## config.mk

```make
export PLATFORM = sky130hd
export DESIGN_NAME = decoder24_seq
export DESIGN_NICKNAME = d
export VERILOG_FILES = /design/src/rtl/decoder24_pkg.sv /design/src/rtl/decoder24_seq_hold_timer.sv /design/src/rtl/decoder24_seq.sv
export SDC_FILE = /design/constraint.sdc
export NUM_CORES = 1
export LEC_CHECK = 0
export ABC_AREA = 1
export BUFFER_PORTS_ARGS = -buffer_cell sky130_fd_sc_hd__buf_2
export CELL_PAD_IN_SITES_DETAIL_PLACEMENT = 0
export CELL_PAD_IN_SITES_GLOBAL_PLACEMENT = 1
export CORE_MARGIN = 2
export CORE_UTILIZATION = 34
export CTS_CLUSTER_SIZE = 25
export DETAILED_ROUTE_END_ITERATION = 8
export MAX_ROUTING_LAYER = met4
export PLACE_DENSITY = 0.79
export SLEW_MARGIN = 20
export SYNTH_ARGS = -nofsm -noshare
export SYNTH_HDL_FRONTEND = slang
export SYNTH_SLANG_ARGS = --single-unit
```

## constraint.sdc

```tcl
create_clock -name clk -period 1.4 [get_ports clk]
set_input_delay 0.07 -clock clk [delete_from_list [all_inputs] [get_ports clk]]
set_output_delay 0.07 -clock clk [all_outputs]
set_load 0.05 [all_outputs]
```

## src/rtl/decoder24_pkg.sv

```systemverilog
// Shared types and constants for the sequenced 2-to-4 decoder.
// State encoding, hold counter width and default hold length live here.
package decoder24_pkg;

    typedef enum logic {
        IDLE = 1'b0,
        HOLD = 1'b1
    } state_t;

    localparam int CNT_W        = 4;
    localparam int HOLD_DEFAULT = 4;

endpackage

```

## src/rtl/decoder24_seq_hold_timer.sv

```systemverilog
// hold_timer: loadable down-counter with zero flag; 1-cycle load/decrement latency.
// No backpressure; clear overrides load, load overrides decrement, decrement saturates at zero.
module hold_timer
    import decoder24_pkg::*;
(
    input  logic             clk,
    input  logic             rst,
    input  logic             clear,
    input  logic             load,
    input  logic [CNT_W-1:0] load_val,
    input  logic             dec,
    output logic [CNT_W-1:0] count,
    output logic             zero
);

    always_ff @(posedge clk) begin
        if (rst || clear) begin
            count <= '0;
        end else if (load) begin
            count <= load_val;
        end else if (dec && (count != '0)) begin
            count <= count - 1'b1;
        end
    end

    assign zero = (count == '0);

endmodule

```

## src/rtl/decoder24_seq.sv

```systemverilog
// decoder24_seq: accepts a 2-bit code, drives its one-hot line for HOLD cycles; output rises 1 cycle after transfer.
// Backpressure: in_ready drops for the whole hold; codes offered meanwhile are dropped, abort cancels a hold.
module decoder24_seq
    import decoder24_pkg::*;
#(
    parameter int HOLD = HOLD_DEFAULT
) (
    input  logic clk,
    input  logic rst,
    input  logic i0,
    input  logic i1,
    input  logic in_valid,
    input  logic abort,
    output logic in_ready,
    output logic o0,
    output logic o1,
    output logic o2,
    output logic o3,
    output logic out_valid
);

    localparam logic [CNT_W-1:0] LOAD_VAL = CNT_W'(HOLD - 1);

    state_t           state;
    logic [1:0]       code;
    logic [3:0]       onehot_q;
    logic [3:0]       onehot_d;
    logic             transfer;
    logic             in_hold;
    logic [CNT_W-1:0] count;
    logic             cnt_zero;

    // in_ready is a register that mirrors IDLE, so gating on it keeps abort/valid off the output path.
    assign transfer = in_ready && in_valid && !abort;
    assign in_hold  = (state == decoder24_pkg::HOLD);

    always_comb begin
        onehot_d = 4'b0000;
        unique case ({i1, i0})
            2'b00:   onehot_d = 4'b0001;
            2'b01:   onehot_d = 4'b0010;
            2'b10:   onehot_d = 4'b0100;
            default: onehot_d = 4'b1000;
        endcase
    end

    hold_timer u_hold_timer (
        .clk      (clk),
        .rst      (rst),
        .clear    (abort),
        .load     (transfer),
        .load_val (LOAD_VAL),
        .dec      (in_hold),
        .count    (count),
        .zero     (cnt_zero)
    );

    always_ff @(posedge clk) begin
        if (rst) begin
            state     <= decoder24_pkg::IDLE;
            code      <= 2'b00;
            onehot_q  <= 4'b0000;
            out_valid <= 1'b0;
            in_ready  <= 1'b1;
        end else begin
            unique case (state)
                decoder24_pkg::IDLE: begin
                    if (transfer) begin
                        state     <= decoder24_pkg::HOLD;
                        code      <= {i1, i0};
                        onehot_q  <= onehot_d;
                        out_valid <= 1'b1;
                        in_ready  <= 1'b0;
                    end
                end
                decoder24_pkg::HOLD: begin
                    if (abort || cnt_zero) begin
                        state     <= decoder24_pkg::IDLE;
                        onehot_q  <= 4'b0000;
                        out_valid <= 1'b0;
                        in_ready  <= 1'b1;
                    end
                end
                default: begin
                    state     <= decoder24_pkg::IDLE;
                    onehot_q  <= 4'b0000;
                    out_valid <= 1'b0;
                    in_ready  <= 1'b1;
                end
            endcase
        end
    end

    assign o0 = onehot_q[0];
    assign o1 = onehot_q[1];
    assign o2 = onehot_q[2];
    assign o3 = onehot_q[3];

    // The latched code is kept for debug visibility; the outputs come from onehot_q.
    logic unused_ok;
    assign unused_ok = ^{code, count};

endmodule

```

After elaboration in Yosys (flattened, before gate mapping):

Cells that the tools add are included.

* flip-flop bits (word level): 11
* input bits: 6
* output and inout bits: 6
* word-level logic and storage cells: 39

* $add $sub $neg: 1
* equality and inequality tests: 4
* multiplexer cells: 15
* bitwise operators: 1
* reduce and logical (&&, ||, !) cells: 12

Operators by type and width (number)
* $pmux W4 S3: 1
* $mux W4: 2
* $pmux W4 S2: 1
* $mux W1: 6
* $pmux W1 S2: 3
* $logic_not A4 Y1: 1
* $mux W2: 2
* $reduce_bool A4 Y1: 1
* $sub A4 B1 Y4 const B: 1
* $logic_and A1 B1 Y1: 3
* $eq A2 B1 Y1 const B: 1
* $eq A2 B2 Y1 const B: 1
* $logic_not A2 Y1: 1
* $logic_or A1 B1 Y1: 2
* $ne A2 B1 Y1 const B: 1
* $ne A2 B2 Y1 const B: 1
* $reduce_and A2 Y1: 1
* $reduce_bool A2 Y1: 1
* $reduce_or A2 Y1: 1
* $logic_not A1 Y1: 1
* $not A1 Y1: 1

Depth between registers and ports, before layout:

Gate-level depths: netlist of run 1.

* depth in word-level cells: 4
* gate-level depth with buffers: 8
* depth with buffers taken out: 8

Modules after synthesis:

From an unflattened synthesis of run 1, not the netlist that was laid out.

* cell total of the unflattened synthesis: 77
* area, all modules: 574.3 um2

By module, submodules not included
* decoder24_seq: instances 1, cells each 35, area an instance 296.5 um2, seq. area each 140.1 um2
* hold_timer: instances 1, cells each 42, area an instance 277.8 um2, seq. area each 80.1 um2

Worst setup path after synthesis of run 1:

Ideal clock, no wire load.

* path kind: register to register
* start: register in_ready
* end: register onehot_q[0]
* setup time: 0.070 ns
* arrival: 1.170 ns
* data required time: 1.330 ns
* slack: 0.160 ns
* stages on the path, launching flop included: 5
* buffers on the path: 0
* clock period less this slack: 1.240 ns
* cell sequence: dfxtp_1 > nand4_4 > inv_2 > nand3_1 > a21oi_1

* longest elaborated chain between the ends: 4

Ends and longest elaborated chain
* start: declaration: RTL line decoder24_seq.sv:14 `output logic in_ready,`
* start signal: assignment: RTL line decoder24_seq.sv:64 `in_ready <= 1'b1;`
* start signal: assignment: RTL line decoder24_seq.sv:73 `in_ready <= 1'b0;`
* start signal: assignment: RTL line decoder24_seq.sv:81 `in_ready <= 1'b1;`
* $logic_and A1 B1 Y1 (2 in a row): RTL line decoder24_seq.sv:34 `assign transfer = in_ready && in_valid && !abort;`
* $ne A2 B2 Y1 (no line)
* $reduce_and A2 Y1 (no line)
* end signal: assignment: RTL line decoder24_seq.sv:71 `onehot_q <= onehot_d;`
* end: declaration: RTL line decoder24_seq.sv:26 `logic [3:0] onehot_q;`

No other way between the ends.
A chain may end at the register's enable or synchronous reset.

Worst setup path after layout of run 1:

* start: register u_hold_timer.count[0]
* end: register onehot_q[3]

* longest elaborated chain between the ends: 4

Ends and longest elaborated chain
* start: declaration: RTL line decoder24_seq_hold_timer.sv:12 `output logic [CNT_W-1:0] count,`
* start signal: assignment: RTL line decoder24_seq_hold_timer.sv:20 `count <= load_val;`
* start signal: assignment: RTL line decoder24_seq_hold_timer.sv:22 `count <= count - 1'b1;`
* $logic_not A4 Y1: RTL line decoder24_seq_hold_timer.sv:26 `assign zero = (count == '0);`
* $logic_or A1 B1 Y1: RTL line decoder24_seq.sv:77 `if (abort || cnt_zero) begin`
* $ne A2 B1 Y1 (no line)
* $reduce_and A2 Y1 (no line)

No other way between the ends.

==> results of run 1 <==
## cells in the mapped netlist
master	count	share of area, %
a21oi_1	7	7.0
nand3_1	11	11
dfxtp_1	11	44
inv_2	2	1.5
nand2_1	13	9.8
a31oi_1	1	1.3
nand4_4	1	4.3
nand3b_1	1	1.5
nand2_2	1	1.3
ha_1	1	2.5
inv_1	9	6.8
o21ai_0	2	2.0
nor2_1	9	6.8
## routing by layer
| metal | up-vias | GRT usage [%] |
|---|---|---|
| met4 | 0 | 1.88 |
| li1 | 253 | - |
| met2 | 9 | 17.5 |
| met5 | - | - |
| met3 | 2 | 7.76 |
| met1 | 205 | 17.3 |
## path summary, 6_finish.rpt
path | from | endpoint | slack, ps
worst max register to register | u_hold_timer.count[0] | onehot_q[3] | 210
worst max-delay path | u_hold_timer.count[0] | onehot_q[3] | 210
worst min-delay path | rst | onehot_q[2] | 40
worst min register to register | u_hold_timer.count[0] | u_hold_timer.count[0] | 470
## worst max-delay path, cell delays in order (launching register included)
cell,delay (ps)
dfxtp_1,330
inv_1,80
ha_1,210
nand2_1,100
nand2_1,70
nand2_2,120
nand3_1,90
a21oi_1,130
## sequential cells by signal, summed over array words and instances (netlist names)
signal,flops
u_hold_timer.count,4
in_ready,1
out_valid,1
onehot_q,4
in_hold,1
## final cells by class
type,instances,area (um^2)
Inverter,11,41.3
Multi-Input combinational cell,47,236
Tap cell,15,18.8
Timing Repair Buffer,11,55.1
Sequential cell,11,220
Clock buffer,4,26.3
Fill cell,146,736
## power groups by stage
stage          Clock, mW  Sequential [mW]  Combinational, mW
6_report           0.214            0.336              0.113
3_5_place_dp           0            0.344              0.114
4_1_cts            0.221            0.336              0.114
5_1_grt            0.245            0.339              0.127
2_1_floorplan          0            0.371             0.0548
3_3_place_gp           0            0.343              0.114
## logic make-up after synthesis
logic type | Yosys count | synth area share (%)
AOI/OAI and AO/OA | 10 | 10.3
adders and majority gates | 1 | 2.51
buffers and inverters | 11 | 8.29
DFF | 11 | 44.2
and+or+nand+nor | 36 | 34.7
## stage by stage
stage	instances	util (%)
floorplan	69	-
global route	99	44.8
finish	99	44.8
detailed placement	95	42.9
CTS	99	44.8
global placement	95	42.9
==> qor.csv, run 1 <==
metric;value;unit
GR Overflow Total;0;
setup violation total in the final timing report;0;
placed cell areas;572;um^2
Mapped Nets;76;
critical path class;register to register;
PD cells;1110;nW/um^2
commonest non-fill, non-tap cell in the layout;nand2_1;
post-cts sizing count;0;
die area;1790;um^2
clock share of power;32.2;%
max-slew violation count;0;
status;finished, final reports clean;
DP Worst Slack;221;ps
Final Hold Viols;0;
routed len/inst;9.64;um
post-route minimum period;1190;ps
final instance area;598;um^2
vias in the first global route;394;
fmax;0.840;GHz
CTS root buffer;clkbuf_4;
Avg Cell Area, Syn;7.22;um^2
share of cells above drive strength 1;21.4;%
Worst setup EP type;register;
chip width;42.3;um
Highest Signal Layer;met4;
setup TNS;0;ps
worst setup margin;209;ps
Sink Count;11;
Post-CTS Setup Repair Bufs;0;
Ports;12;
Final period util;85.1;%
gr usage total;13.1;%
sw power;0.193;mW
DRC;0;
ant diodes;0;
#FFs+latches synth;11;
sequential share of power;50.7;%
Yosys warnings;0;
CTS max path bufs;2;
Metal-1 WL;476;um
DR WL met3;52;um
CTS H-tree lvls;1;
Least-Margin Pin Slew;248;ps
initial drt markers;7;
Post-CTS Hold Buffers;0;
first-pass GRT wire length;1.70;mm
cells after synthesis;69;
DRT Wirelength;954;um
cts bufs inserted;3;
Routed Antenna Nets;0;
Worst EP required;1600;ps
most frequent cells in the layout;nand2_1, nand3_1, dfxtp_1, buf_2;
Min-Delay Path Class;input pin to register;
synth unique cells;13;
core footprint;1330;um^2
routed vias;469;
post-synthesis cell area;498;um^2
leakage;0.284;nW
first drt pass iteration count;4;
clock skew;2.78;ps
part of the power in combinational logic;17.1;%
DR WL met2;416;um
Worst-Skew Late Latency;260;ps
crit path DAT;1390;ps
I/O Buffers;11;
WHS Path Cells;2;
Layout Area Growth over Synthesis;20.1;%
CTS tree;yes;
critical path peak fanout;6;
Rel. slew slack;83.6;%
Final Wtd Congestion;0.797;
Nets;92;
Peak VDD IR;0.000545;V
internal power component;0.470;mW
vias per cell;4.74;
RSZ-0062 raised after global routing;no;
Hold WS;36.3;ps
power consumption;0.663;mW
register area share after synthesis;44.2;%
largest net degree at the start of global routing;7;
DIE HEIGHT;42.3;um
MaxCap Viol Count;0;
initial antenna violation count;0;
sw frac;29.2;%
Initial Utilization;37.3;%
R2R cell count;7;
CP Launch Type;register;
Detail Placement HPWL;769;um
# rows;13;
clk slew on worst S/H paths;70;ps
Note: power is estimated with default switching activity, not from simulation.
==> run 2: changes to the inputs <==
Settings changed: CORE_UTILIZATION 34 to 36, PLACE_DENSITY 0.79 to 0.8, SYNTH_HIERARCHICAL set to 1.
==> run 2 against run 1 <==
Net effect:
- final area grew 18%
- register-to-register slack lost 70 ps
- power grew 7.8%
- sequential cell count is the same
- clock power grew 6%
- routed wire length grew 25%
- final cell count grew 13%
- first-iteration DRC count grew 140%
- sequential power is essentially flat
- die area grew 8.1%
==> qor.csv, run 2 <==
metric;value;unit;change
top cells by count, synth;nand2_1, dfxtp_1, a21oi_1, nor2_1;;
Sink Count;11;;unchanged
clock share of power;31.7;%;-0.5 points
Post-CTS Hold Buffers;0;;unchanged
PD cells;1020;nW/um^2;-8.3%
Ports;12;;unchanged
CTS tree;yes;;
I/O Buffers;11;;unchanged
final instance area;703;um^2;+18%
initial drt markers;17;;+10
Critical Path Start;u_hold_timer/count[0];;
gr usage total;14.8;%;+1.7 points
CTS H-tree lvls;1;;unchanged
sw power;0.228;mW;+18%
most frequent cells in the layout;nand2_1, buf_2, dfxtp_1, a21oi_1, nor2_1;;
r2r startpoint;u_hold_timer/count[0];;
post-route minimum period;1260;ps;+65.5 ps
MaxCap Viol Count;0;;unchanged
Post-CTS Setup Repair Bufs;0;;unchanged
Reg2Reg Capture Point;onehot_q[3];;
Hold WS;66.5;ps;+30.2 ps
critical path class;register to register;;
setup violation total in the final timing report;0;;unchanged
Avg Cell Area, Syn;7.46;um^2;+3.3%
routed vias;545;;+16%
biggest regs;onehot_q: 4 flops, u_hold_timer/count: 4 flops;;
max-slew violation count;0;;unchanged
sequential share of power;47.4;%;-3.3 points
most frequent cell after synthesis;nand2_1;;
setup TNS;0;ps;unchanged
reg2reg setup slack;140;ps;-70 ps
DIE HEIGHT;43.9;um;+4.0%
cts bufs inserted;3;;unchanged
leakage;0.320;nW;+13%
placed cell areas;673;um^2;+18%
CTS root buffer;clkbuf_4;;
power consumption;0.715;mW;+7.8%
Nets;104;;+13%
Routed Antenna Nets;0;;unchanged
vias per cell;4.87;;+2.7%
first drt pass iteration count;4;;unchanged
register area share after synthesis;38.3;%;-5.9 points
Initial Utilization;38.1;%;+0.79 points
status;finished, final reports clean;;
DRT Wirelength;1.19;mm;+25%
Synth Flop Type;dfxtp_1;;
part of the power in combinational logic;20.9;%;+3.8 points
routed len/inst;10.6;um;+10%
fmax;0.796;GHz;-5.2%
clk slew on worst S/H paths;80;ps;about the same
first-pass GRT wire length;2.05;mm;+21%
core footprint;1510;um^2;+13%
clock skew;5.76;ps;+2.98 ps
chip width;43.9;um;+4.0%
CTS max path bufs;2;;unchanged
crit path DAT;1460;ps;+70 ps
die area;1930;um^2;+8.1%
fin cells;112;;+13%
initial antenna violation count;0;;unchanged
internal power component;0.486;mW;+3.5%
Worst setup EP type;register;;
synth unique cells;20;;+7
Worst Hold End;onehot_q[0];;
Min-Delay Path Class;input pin to register;;
sw frac;32.0;%;+2.8 points
Yosys warnings;6;;+6
share of cells above drive strength 1;31.3;%;+9.8 points
Final period util;89.7;%;+4.7 points
critical path peak fanout;6;;unchanged
# rows;14;;+1
Final Util;46.7;%;+1.8 points
Detail Placement HPWL;936;um;+22%
#FFs+latches synth;11;;unchanged
Layout Area Growth over Synthesis;22.4;%;
R2R cell count;7;;unchanged
CP Launch Type;register;;
Yosys top cell area share;38.3;%;-5.9 points
RSZ-0062 raised after global routing;no;;
Async SR Flop Fraction;0;%;unchanged
placed cell count;108;;+14%
ant diodes;0;;unchanged
cells after synthesis;77;;+12%
Worst-Skew Late Latency;270;ps;about the same
WHS Path Cells;2;;unchanged
DP Worst Slack;67.1;ps;-154 ps
largest net degree at the start of global routing;9;;+2
EDFF count, synth;0;;unchanged
Final Wtd Congestion;0.748;;-6.1%
cells taking the most area after synthesis;dfxtp_1, nand2_1, a21oi_1, nand3_1, nand2_4;;
min-delay src;rst;;
worst setup margin;144;ps;-65.5 ps
post-synthesis cell area;574;um^2;+15%
commonest non-fill, non-tap cell in the layout;nand2_1;;
GR Overflow Total;0;;unchanged
Final Hold Viols;0;;unchanged
Worst EP required;1610;ps;about the same
Peak VDD IR;0.000646;V;+19%
DRC;0;;unchanged
largest area contributor in the synthesized netlist;dfxtp_1;;
vias in the first global route;483;;+23%
run 2: cells by family (layout without fill, tap and decap cells):
| group | Yosys count | in the layout | synth area share (%) |
|---|---|---|---|
| AO/OA/AOI/OAI | 14 | 14 | 15.0 |
| XOR/XNOR | 1 | 1 | 1.53 |
| adder cells (fa/ha/maj) | 1 | 1 | 2.18 |
| buffers and inverters | 11 | 28 | 7.41 |
| flip-flops | 11 | 11 | 38.3 |
| other | 2 | 4 | 1.31 |
| AND/OR/NAND/NOR | 37 | 37 | 34.2 |
run 2: worst max path at each step:
stage / endpoint / cells after the start
2_1_floorplan: u_hold_timer/count[3] / 6
3_3_place_gp: onehot_q[1] / 7
3_5_place_dp: onehot_q[2] / 7
4_1_cts: onehot_q[3] / 7
5_1_grt: onehot_q[3] / 7
6_report: onehot_q[3] / 7
run 2: final cells by class:
cell class,instances,area [um^2]
clock buffer,4,26.3
fill,156,803
inverter,11,42.5
multi-input combinational,57,322
sequential,11,223
tap,16,20.0
timing repair buffer,13,70.1
run 2: what timing repair did:
action | in CTS | in global routing
gates resized for setup | 0 | 2
endpoints found under the setup margin | 0 | 5
hold endpoints to repair | 0 | 0
run 2: worst max-delay path, stage by stage (launching register included):
cell and delay (ps):
dfxtp_2 340, inv_1 60, ha_2 200, nand3_2 100, inv_1 80, o21ai_4 180, nand3_1 100, a21oi_1 120
run 2: routing by layer:
layer,GRT usage (%),vias up,part of all wire [%]
met1,20.3,244,53
met3,2.50,2,4.0
met2,20.9,12,41
met4,7.27,0,1.5
li1,-,287,-
met5,-,-,0
run 2: power groups by stage:
stage               Sequential [mW]  Clock [mW]  Combinational, mW
floorplan                     0.372           0             0.0815
global placement              0.346           0              0.147
detailed placement            0.346           0              0.149
CTS                           0.339       0.234              0.149
global route                  0.341       0.248              0.166
finish                        0.339       0.226              0.150
